## config.mk

```make
export PLATFORM = sky130hd
export DESIGN_NAME = slti_operand_stage
export DESIGN_NICKNAME = d
export VERILOG_FILES = /design/src/rtl/cpu_pkg.sv /design/src/rtl/operand_skid_buffer.sv /design/src/rtl/slti_operand_stage.sv
export SDC_FILE = /design/constraint.sdc
export NUM_CORES = 1
export LEC_CHECK = 0
export BUFFER_PORTS_ARGS = -buffer_cell sky130_fd_sc_hd__buf_4
export CELL_PAD_IN_SITES_DETAIL_PLACEMENT = 0
export CELL_PAD_IN_SITES_GLOBAL_PLACEMENT = 1
export CORE_MARGIN = 8
export CORE_UTILIZATION = 40
export CTS_CLUSTER_DIAMETER = 80
export DETAILED_ROUTE_END_ITERATION = 16
export GPL_ROUTABILITY_DRIVEN = 1
export GPL_TIMING_DRIVEN = 0
export HOLD_SLACK_MARGIN = 0.06
export PLACE_DENSITY = 0.81
export SLEW_MARGIN = 20
export SYNTH_ARGS = -nofsm -noshare
export SYNTH_HDL_FRONTEND = slang
export SYNTH_SLANG_ARGS = --single-unit
```

## constraint.sdc

```tcl
create_clock -name clk -period 5.1 [get_ports clk]
set_input_delay 1.275 -clock clk [delete_from_list [all_inputs] [get_ports clk]]
set_output_delay 1.275 -clock clk [all_outputs]
set_load 0.02 [all_outputs]
```

## src/rtl/cpu_pkg.sv

```systemverilog
// Shared constants, instruction field positions and the operand bundle
// handed from the decode/operand stage to the SLTI comparator.
package cpu_pkg;

  localparam int DATA_W     = 16;
  localparam int IMM_W      = 6;
  localparam int REG_ADDR_W = 3;

  localparam int OPC_MSB = 15;
  localparam int OPC_LSB = 12;
  localparam int RS_MSB  = 11;
  localparam int RS_LSB  = 9;
  localparam int RT_MSB  = 8;
  localparam int RT_LSB  = 6;

  localparam logic [3:0] OPC_SLTI = 4'h7;

  typedef enum logic [1:0] {
    BUF_EMPTY = 2'd0,
    BUF_ONE   = 2'd1,
    BUF_FULL  = 2'd2
  } buf_state_e;

  typedef struct packed {
    logic [DATA_W-1:0]     a;
    logic [DATA_W-1:0]     b;
    logic [REG_ADDR_W-1:0] rt;
    logic                  slti_en;
  } operand_t;

  // Widen the immediate field to a full operand, replicating its top bit when signed.
  function automatic logic [DATA_W-1:0] extend_imm(input logic [IMM_W-1:0] imm,
                                                   input logic sign_ext);
    if (sign_ext)
      return {{(DATA_W-IMM_W){imm[IMM_W-1]}}, imm};
    else
      return {{(DATA_W-IMM_W){1'b0}}, imm};
  endfunction

endpackage

```

## src/rtl/operand_skid_buffer.sv

```systemverilog
// Two-entry valid/ready skid buffer: "main" drives the output, "skid" absorbs the
// word accepted in the cycle the consumer stalls, so in_ready never depends on out_ready.
module operand_skid_buffer
  import cpu_pkg::*;
#(
  parameter int W = 8
) (
  input  logic         clk_i,
  input  logic         rst_i,
  input  logic         in_valid_i,
  output logic         in_ready_o,
  input  logic [W-1:0] in_data_i,
  output logic         out_valid_o,
  input  logic         out_ready_i,
  output logic [W-1:0] out_data_o
);

  buf_state_e   state_q, state_d;
  logic [W-1:0] main_q, main_d;
  logic [W-1:0] skid_q, skid_d;
  logic         push;
  logic         pop;

  assign push = in_valid_i && in_ready_o;
  assign pop  = out_valid_o && out_ready_i;

  always_ff @(posedge clk_i or posedge rst_i) begin
    if (rst_i) begin
      state_q <= BUF_EMPTY;
      main_q  <= '0;
      skid_q  <= '0;
    end else begin
      state_q <= state_d;
      main_q  <= main_d;
      skid_q  <= skid_d;
    end
  end

  always_comb begin
    state_d = state_q;
    main_d  = main_q;
    skid_d  = skid_q;
    case (state_q)
      BUF_EMPTY: begin
        if (push) begin
          main_d  = in_data_i;
          state_d = BUF_ONE;
        end
      end
      BUF_ONE: begin
        if (push && pop) begin
          main_d = in_data_i;
        end else if (push) begin
          skid_d  = in_data_i;
          state_d = BUF_FULL;
        end else if (pop) begin
          state_d = BUF_EMPTY;
        end
      end
      BUF_FULL: begin
        // Full never accepts, so a pop only promotes the older skid word.
        if (pop) begin
          main_d  = skid_q;
          state_d = BUF_ONE;
        end
      end
      default: state_d = BUF_EMPTY;
    endcase
  end

  always_comb begin
    in_ready_o  = (state_q != BUF_FULL);
    out_valid_o = (state_q != BUF_EMPTY);
    out_data_o  = main_q;
  end

endmodule

```

## src/rtl/slti_operand_stage.sv

```systemverilog
// Operand stage ahead of the SLTI comparator: forwards a same-cycle writeback into
// operand A, extends the immediate into operand B and buffers the bundle.
module slti_operand_stage #(
  parameter logic [3:0] OPC_SLTI     = cpu_pkg::OPC_SLTI,
  parameter bit         SIGN_EXT_IMM = 1'b1
) (
  input  logic                            clk,
  input  logic                            reset,
  input  logic                            in_valid,
  output logic                            in_ready,
  input  logic [cpu_pkg::DATA_W-1:0]      in_instr,
  input  logic [cpu_pkg::DATA_W-1:0]      in_rs_data,
  input  logic                            wb_we,
  input  logic [cpu_pkg::REG_ADDR_W-1:0]  wb_addr,
  input  logic [cpu_pkg::DATA_W-1:0]      wb_data,
  output logic                            out_valid,
  input  logic                            out_ready,
  output logic [cpu_pkg::DATA_W-1:0]      out_a,
  output logic [cpu_pkg::DATA_W-1:0]      out_b,
  output logic [cpu_pkg::REG_ADDR_W-1:0]  out_rt,
  output logic                            out_slti_en
);

  import cpu_pkg::*;

  logic [REG_ADDR_W-1:0] rs;
  logic [IMM_W-1:0]      imm;
  operand_t              capture;
  operand_t              head;

  // r0 is hard-wired zero, so a writeback aimed at it must never reach operand A.
  always_comb begin
    rs              = in_instr[RS_MSB:RS_LSB];
    imm             = in_instr[IMM_W-1:0];
    capture.rt      = in_instr[RT_MSB:RT_LSB];
    capture.slti_en = (in_instr[OPC_MSB:OPC_LSB] == OPC_SLTI);
    capture.b       = extend_imm(imm, SIGN_EXT_IMM);
    if (rs == '0)
      capture.a = '0;
    else if (wb_we && (wb_addr == rs))
      capture.a = wb_data;
    else
      capture.a = in_rs_data;
  end

  operand_skid_buffer #(
    .W($bits(operand_t))
  ) u_buf (
    .clk_i       (clk),
    .rst_i       (reset),
    .in_valid_i  (in_valid),
    .in_ready_o  (in_ready),
    .in_data_i   (capture),
    .out_valid_o (out_valid),
    .out_ready_i (out_ready),
    .out_data_o  (head)
  );

  assign out_a       = head.a;
  assign out_b       = head.b;
  assign out_rt      = head.rt;
  assign out_slti_en = head.slti_en;

endmodule

```

==> Yosys cells after proc, flatten, opt, wreduce, memory -nomap -nowiden <==
Index checks and enable logic that the tools add are counted.
{ "classes": {"n_eq_ne": 10, "mux": 12, "bitwise": 1, "reduce_logical": 11} }
{ "op_table": {"columns": ["cell", "count"], "rows": [
  ["36-bit 2-to-1 mux", 3],
  ["36-bit case mux with 3 select lines", 1],
  ["16-bit 2-to-1 mux", 2],
  ["2-bit 2-to-1 mux", 5],
  ["4-bit AND reduction", 2],
  ["2-bit by 1-bit != test with 1-bit output (second input constant)", 3],
  ["2-bit case mux with 3 select lines", 1],
  ["4-bit by 3-bit equality test with 1-bit output (second input constant)", 1],
  ["1-bit logical AND", 4],
  ["2-bit != test (second input constant)", 2],
  ["3-bit equality test", 1],
  ["3-bit logical NOT", 1],
  ["3-bit by 1-bit != test with 1-bit output (second input constant)", 1],
  ["3-bit AND reduction", 1],
  ["3-bit nonzero test", 1],
  ["2-bit by 1-bit equality test with 1-bit output (second input constant)", 1],
  ["2-bit equality test (second input constant)", 1],
  ["2-bit logical NOT", 1],
  ["2-bit nonzero test", 1],
  ["1-bit NOT", 1]
]} }
{ "totals": {"ff_bits": 74, "input_bits": 56, "output_inout_bits": 38, "wordCells": 37} }

==> Longest topological paths before layout <==
Gate-level depths: netlist (run 1).
{ "depth": {"word_depth": 6, "depth_mapped": 7, "mapped_depth_nobuf": 4} }

==> Cells and area by module <==
From an unflattened synthesis (run 1), not the netlist that was laid out.
{ "unflattened": {"cells_unflattened": 264, "area_unflattened_um2": 3738.6} }
{ "by_module_without_submodules": {"columns": ["module", "instances", "cells_per_inst", "area_each_um2"], "rows": [
  ["operand_skid_buffer", 1, 204, 3354.5],
  ["slti_operand_stage", 1, 60, 384.1]
]} }

==> Worst setup path after synthesis (run 1) <==
OpenSTA, ideal clock, no wires.
{ "synth_timing": {"kind": "input -> register", "start": "input in_instr[11] (netlist name)", "end": "register u_buf.main_q[20], in the netlist u_buf.out_data_o[20]", "arrival_time_ns": 2.354, "setup_slack_ns": 2.620, "stages": 6, "n_path_buf": 2, "path_cell_list": "or3_4 > nand3_2 > nor2b_4 > buf_6 > buf_6 > a221o_1"} }
{ "synth_between": {"elab_chain_len": 6, "word_cells_on_any_way": 8, "cone_classes": "1 x eq/ne; 5 x mux; 2 x reduce/logical"} }
{ "synth_rtl": {"columns": ["item", "line", "source"], "rows": [
  ["from (decl)", "slti_operand_stage.sv:11", "input logic [cpu_pkg::DATA_W-1:0] in_instr,"],
  ["3-bit equality test", "slti_operand_stage.sv:40", "else if (wb_we && (wb_addr == rs))"],
  ["1-bit logical AND", "slti_operand_stage.sv:40", null],
  ["16-bit 2-to-1 mux", "slti_operand_stage.sv:40", null],
  ["16-bit 2-to-1 mux *", "slti_operand_stage.sv:38", "if (rs == '0)"],
  ["36-bit 2-to-1 mux, on equally long branches", "operand_skid_buffer.sv:51, operand_skid_buffer.sv:45", null],
  ["36-bit case mux with 3 select lines *", "operand_skid_buffer.sv:43", "case (state_q)"],
  ["to (signal assigned)", "operand_skid_buffer.sv:34", "main_q <= main_d;"],
  ["to (decl)", "operand_skid_buffer.sv:19", "logic [W-1:0] main_q, main_d;"]
]} }
Mark *: on every way between the ends. The rest lies on a longest branch, timed or not. The select of a mux whose other input is x is not followed.
A chain may end at the register's enable or synchronous reset.

==> Worst setup path in the final report (run 1) <==
{ "layout_timing": {"start": "register u_buf.state_q[0]", "end": "output in_ready"} }
{ "layout_between": {"elab_chain_len": 1} }
{ "layout_rtl": {"columns": ["item", "line", "source"], "rows": [
  ["from (decl)", "operand_skid_buffer.sv:18", "buf_state_e state_q, state_d;"],
  ["from (signal assigned)", "operand_skid_buffer.sv:33", "state_q <= state_d;"],
  ["2-bit != test", "operand_skid_buffer.sv:72", "in_ready_o = (state_q != BUF_FULL);"],
  ["to (decl)", "slti_operand_stage.sv:10", "output logic in_ready,"]
]} }
No other way between the ends.

==> results of run 1 <==
registers in the layout (all words and copies together), names as in the netlist:
name	cells
u_buf.out_data_o	26
u_buf.skid_q	26
u_buf.state_q	2
through the flow:
step	hold slack (ns)	area, um2	power, mW	setup slack (ns)
after floorplan	0.450	2620	0.966	2.51
after global placement	0.462	3410	1.19	1.76
after detailed placement	0.471	3410	1.20	2.29
after CTS	0.493	3520	1.49	2.26
after global routing	0.507	3520	1.56	2.22
final	0.487	3520	1.47	2.28
final cells by class:
cell class / instances / area, um2 / area share
well taps: 77 / 96.3 / 0.0273
clock buffers: 6 / 72.6 / 0.0206
repair buffers: 93 / 698 / 0.198
inverters: 3 / 13.8 / 0.00390
clock inverters: 2 / 37.5 / 0.0106
flip-flops and latches: 54 / 1350 / 0.383
plain buffers: 24 / 170 / 0.0483
multi-input cells: 143 / 1080 / 0.308
per-layer routing:
metal | up-vias | track usage
li1 | 1011 | -
met4 | 0 | 0.0367
met3 | 5 | 0.0484
met5 | - | 0
met2 | 74 | 0.240
met1 | 1019 | 0.176
power breakdown:
part | switching (mW) | leakage (nW) | total (mW) | internal [mW]
logic | 0.271 | 1.13 | 0.549 | 0.278
registers | 0.0750 | 0.675 | 0.633 | 0.558
clock network | 0.142 | 0.0514 | 0.289 | 0.147
placed cells by master, fill, tap and decap left out:
cell	instances
xnor2_1	3
nor2b_4	1
nand4_1	2
nor2b_2	1
buf_6	3
or3_4	1
bufinv_16	1
o22ai_1	1
or2b_4	1
nand2_1	27
inv_1	2
dfrtp_1	54
a2bb2oi_2	1
buf_2	4
nor2_4	1
or2_2	1
a221o_1	16
nand3_2	2
clkbuf_8	5
mux2_2	10
clkinvlp_4	1
mux2i_1	26
nand4b_1	1
inv_4	1
a21oi_1	1
o21ai_0	28
nor2_1	2
buf_4	107
clkbuf_1	4
nand2b_1	1
a22o_1	16
worst min-delay path: cells and delay by family (launching register included):
| kind | cells | cell delay (ns) |
|---|---|---|
| flops | 1 | 0.35 |
| simple gates | 1 | 0.05 |
| compound gates | 1 | 0.06 |
path summary, 6_finish.rpt:
| kind | startpoint | endpoint | slack, ns | cells after the start |
|---|---|---|---|---|
| hold reg to reg | u_buf.out_data_o[5]$_DFFE_PP0P_ | u_buf.out_data_o[5]$_DFFE_PP0P_ | 0.49 | 2 |
| max in group asynchronous | reset | u_buf.skid_q[6]$_DFFE_PP0P_ | 3.59 | 2 |
| min in group asynchronous | reset | u_buf.out_data_o[25]$_DFFE_PP0P_ | 1.06 | 2 |
| hold / removal | u_buf.out_data_o[5]$_DFFE_PP0P_ | u_buf.out_data_o[5]$_DFFE_PP0P_ | 0.49 | 2 |
| setup / recovery | u_buf.state_q[0]$_DFFE_PP0P_ | in_ready | 2.28 | 4 |
| setup reg to reg | u_buf.state_q[1]$_DFFE_PP0P_ | u_buf.out_data_o[3]$_DFFE_PP0P_ | 3.28 | 6 |
kinds of logic after synthesis:
logic type | share of synthesized area
buf+inv | 0.0693
compound gates | 0.178
simple gates | 0.0837
xor+xnor | 0.0100
mux | 0.142
flops | 0.516
==> impl_metrics.env, run 1 <==
export IMPL_rsz0062_at_grt="false"
export IMPL_hold_viol=0
export IMPL_synth_most_common_cell="dfrtp_1"
export IMPL_crit_type="reg -> out"
export IMPL_avgSynthCellArea_um2=11.7
export IMPL_dieWidth_um=96.9
export IMPL_fin_skew_ns=0.0128
export IMPL_crit_top_cell="buf_2"
export IMPL_grt_pass1_vias=2319
export IMPL_worstSetupStartpointType="register"
export IMPL_grtUsageTotal=0.145
export IMPL_die_area_um2=9390
export IMPL_clock_latency_ns=0.31
export IMPL_drc=0
export IMPL_fin_crit_ns=2.82
export IMPL_status="completed"
export IMPL_arrival_ns=1.55
export IMPL_worstSetupEndpointType="primary output"
export IMPL_stdcell_count=402
export IMPL_area_delta_synth_final_pct=34.7
export IMPL_path_cells="buf_2 > or2b_4 > buf_2 > buf_4"
export IMPL_syn_nets=280
export IMPL_grt_ovfl_total=0
export IMPL_crit_fanout=10
export IMPL_via_per_inst=5.25
export IMPL_synth_seq_cells=54
export IMPL_n_antenna_cell=0
export IMPL_max_slew_worst_pin_slew_ns=0.665
export IMPL_ys_types=27
export IMPL_ys_seq_area_frac=0.516
export IMPL_nNetsFinal=380
export IMPL_cp_buffers_inverters=3
export IMPL_tritoncts="built"
export IMPL_core_area_um2=6350
export IMPL_synthArstFlopShare=1.00
export IMPL_cellPowerDensity_nw_per_um2=417
export IMPL_cts_sinks=54
export IMPL_dp_hpwl_um=5200
export IMPL_slowest_stage="dfrtp_1"
export IMPL_drt_wl_total_um=6920
export IMPL_grt_max_degree=55
export IMPL_dr_pass1_iters=4
export IMPL_finalCritPeriodShare=0.553
export IMPL_dr_wl_met2_um=3490
export IMPL_wire_per_inst_um=17.2
export IMPL_dr_max_layer_used="met4"
export IMPL_cts_resized=0
export IMPL_rows=29
export IMPL_met1_length_um=2850
export IMPL_clk_path_buf_depth=2
export IMPL_slew_headroom=0.557
export IMPL_max_freq_mhz=354
export IMPL_via_count=2109
export IMPL_cp_top_family="buffers and inverters"
export IMPL_holdCritPathClass="reg -> reg"
export IMPL_ys_warn_count=0
export IMPL_dp_cells=394
export IMPL_numCtsBuffers=5
export IMPL_cts_root_buf="clkbuf_8"
export IMPL_finalSetupViolations=0
export IMPL_netlist_top_cells_count="54 x dfrtp_1, 28 x o21ai_0, 27 x nand2_1"
export IMPL_synth_top_area_share=0.516
export IMPL_vdd_ir_drop_max_uv=218
export IMPL_boundaryPins=94
export IMPL_ys_flop_type="dfrtp_1"
export IMPL_utilization=0.555
export IMPL_htreeDepth=2
export IMPL_drtIter0Drc=56
export IMPL_synthCells=224
export IMPL_grt_first_pass_wirelength_um=11500
export IMPL_ys_top_cells_by_area="dfrtp_1 52%, mux2i_1 9.9%, a221o_1 6.1%"
export IMPL_cpPeakStageDelay_ns=0.36
export IMPL_p_leak_nw=1.85
export IMPL_cts_setup_buffers=0
export IMPL_initial_core_util=0.412
export IMPL_wl_met3_um=506
export IMPL_layout_drive_gt1_share=0.434
export IMPL_yosys_area_top_type="dfrtp_1"
export IMPL_fin_setup_tns_ns=0
export IMPL_syn_cell_area_um2=2620
export IMPL_port_buffers=93
export IMPL_die_h_um=96.9
export IMPL_slew_viol_final=0
export IMPL_fillers=580
export IMPL_detail_route_antenna_nets=0
export IMPL_cap_violations=0
export IMPL_antenna_found_initial=0
export IMPL_place_gp_congestion=0.747
export IMPL_clk_pin_slew_ns=0.09
export IMPL_crit_required_ns=3.83
export IMPL_hold_buffers=0
export IMPL_synth_edf_count=0
Power figures use the tool's default switching activity.
==> run 2, diff against run 1 <==
- CORE_UTILIZATION: 40 -> 38
- PLACE_DENSITY: 0.81 -> 0.78
- clock period: 5.1 -> 2.7 ns (I/O delays scaled with it)
==> run 2 against run 1 <==
Clock skew decreased by 0.0027 ns. Combinational power rose by 89%. Clock-buffer cell count stayed put. Critical path depth unchanged. Power increased by 83%.
==> impl_metrics.env, run 2 (synthesized netlist as in run 1, its figures left out) <==
export IMPL_status="completed"
export IMPL_cellPowerDensity_nw_per_um2=766
export IMPL_hold_buffers=0
export IMPL_antenna_found_initial=0
export IMPL_place_gp_congestion=0.727
export IMPL_drtIter0Drc=57
export IMPL_hold_viol=0
export IMPL_detail_route_antenna_nets=0
export IMPL_rsz0062_at_grt="false"
export IMPL_grt_first_pass_wirelength_um=11200
export IMPL_dp_cells=397
export IMPL_dr_pass1_iters=4
export IMPL_cap_violations=0
export IMPL_crit_required_ns=2.03
export IMPL_grt_ovfl_total=0
export IMPL_vdd_ir_drop_max_uv=323
export IMPL_max_freq_mhz=452
export IMPL_dieWidth_um=99.0
export IMPL_core_area_um2=6720
export IMPL_max_slew_worst_pin_slew_ns=0.678
export IMPL_holdCritPathClass="in -> async"
export IMPL_grt_pass1_vias=2201
export IMPL_finalSetupViolations=0
export IMPL_cpPeakStageDelay_ns=0.36
export IMPL_cts_resized=0
export IMPL_crit_fanout=10
export IMPL_wire_per_inst_um=17.2
export IMPL_drt_wl_total_um=6950
export IMPL_worstSetupStartpointType="register"
export IMPL_fin_setup_tns_ns=0
export IMPL_boundaryPins=94
export IMPL_fillers=640
export IMPL_rows=30
export IMPL_area_delta_synth_final_pct=33.9
export IMPL_cts_setup_buffers=0
export IMPL_drc=0
export IMPL_htreeDepth=2
export IMPL_numCtsBuffers=5
export IMPL_path_cells="buf_2 > or2b_4 > buf_2 > buf_4"
export IMPL_layout_commonest_cell="buf_4"
export IMPL_via_count=2138
export IMPL_crit_top_cell="buf_2"
export IMPL_port_buffers=93
export IMPL_nNetsFinal=380
export IMPL_dp_hpwl_um=5120
export IMPL_crit_start="u_buf.state_q[0]$_DFFE_PP0P_"
export IMPL_cts_root_buf="clkbuf_8"
export IMPL_grtUsageTotal=0.140
export IMPL_clock_latency_ns=0.30
export IMPL_r2r_start="u_buf.state_q[1]$_DFFE_PP0P_"
export IMPL_layout_drive_gt1_share=0.434
export IMPL_finalCritPeriodShare=0.819
export IMPL_hold_ws_ns=0.478
export IMPL_crit_type="reg -> out"
export IMPL_via_per_inst=5.28
export IMPL_die_h_um=99.0
export IMPL_fin_skew_ns=0.0101
export IMPL_n_antenna_cell=0
export IMPL_cts_sinks=54
export IMPL_clk_pin_slew_ns=0.10
export IMPL_die_area_um2=9800
export IMPL_final_cell_mix="107 x buf_4, 54 x dfrtp_1, 28 x o21ai_0, 27 x nand2_1, 26 x mux2i_1"
export IMPL_p_leak_nw=1.85
export IMPL_grt_max_degree=55
export IMPL_clk_path_buf_depth=2
export IMPL_tritoncts="built"
export IMPL_arrival_ns=1.54
export IMPL_fin_crit_ns=2.21
export IMPL_worstSetupEndpointType="primary output"
export IMPL_slowest_stage="dfrtp_1"
export IMPL_slew_viol_final=0
export IMPL_slew_headroom=0.548
export IMPL_stdcell_count=405
export IMPL_initial_core_util=0.390
run 2: cell count changes in the layout (fill, tap and decap cells not counted), sizes merged:
cell | before | now
clkinv | 0 | 2
bufinv | 1 | 0
clkinvlp | 1 | 0
run 2: path summary, 6_finish.rpt:
kind                            slack, ns                               end  cells after the start
worst max-delay path                 0.49                          in_ready                      4
max in group asynchronous            1.77      u_buf.state_q[1]$_DFFE_PP0P_                      2
worst min register to register       0.49   u_buf.out_data_o[6]$_DFFE_PP0P_                      2
worst max register to register       0.87   u_buf.out_data_o[1]$_DFFE_PP0P_                      6
worst min-delay path                 0.48  u_buf.out_data_o[22]$_DFFE_PP0P_                      2
min in group clk                     0.49   u_buf.out_data_o[6]$_DFFE_PP0P_                      2
run 2: critical path: cells and delay by family, from the launching register on:
kind	cells	cell delay, ns
buf+inv	3	0.58
flops	1	0.36
simple gates	1	0.30
run 2: routing by layer:
layer | vias to the layer above | global-route usage | routed length [um]
li1 | 1009 | - | -
met1 | 1050 | 0.185 | 2990
met2 | 75 | 0.215 | 3380
met3 | 4 | 0.0416 | 538
met4 | 0 | 0.0425 | 44
met5 | - | 0 | 0
run 2: final cells by class:
type	count	area, um2	area share
plain buffers	24	170	0.0486
clock buffers	6	72.6	0.0207
clock inverters	2	13.8	0.00393
inverters	3	13.8	0.00393
multi-input cells	143	1080	0.310
flip-flops and latches	54	1350	0.386
well taps	80	100	0.0286
repair buffers	93	698	0.199
run 2: stage by stage:
| stage | area [um2] | util | setup slack (ns) | power, mW |
|---|---|---|---|---|
| final | 3500 | 0.522 | 0.489 | 2.69 |
| after global routing | 3500 | 0.522 | 0.411 | 2.85 |
| after floorplan | 2620 | - | 0.710 | 1.83 |
| after detailed placement | 3420 | 0.509 | 0.493 | 2.27 |
| after CTS | 3500 | 0.522 | 0.465 | 2.72 |
| after global placement | 3420 | 0.508 | -0.0478 | 2.24 |
run 2: power breakdown:
group	internal, mW	switching [mW]
registers	1.05	0.144
logic	0.524	0.515
clock network	0.184	0.263
total	1.76	0.923
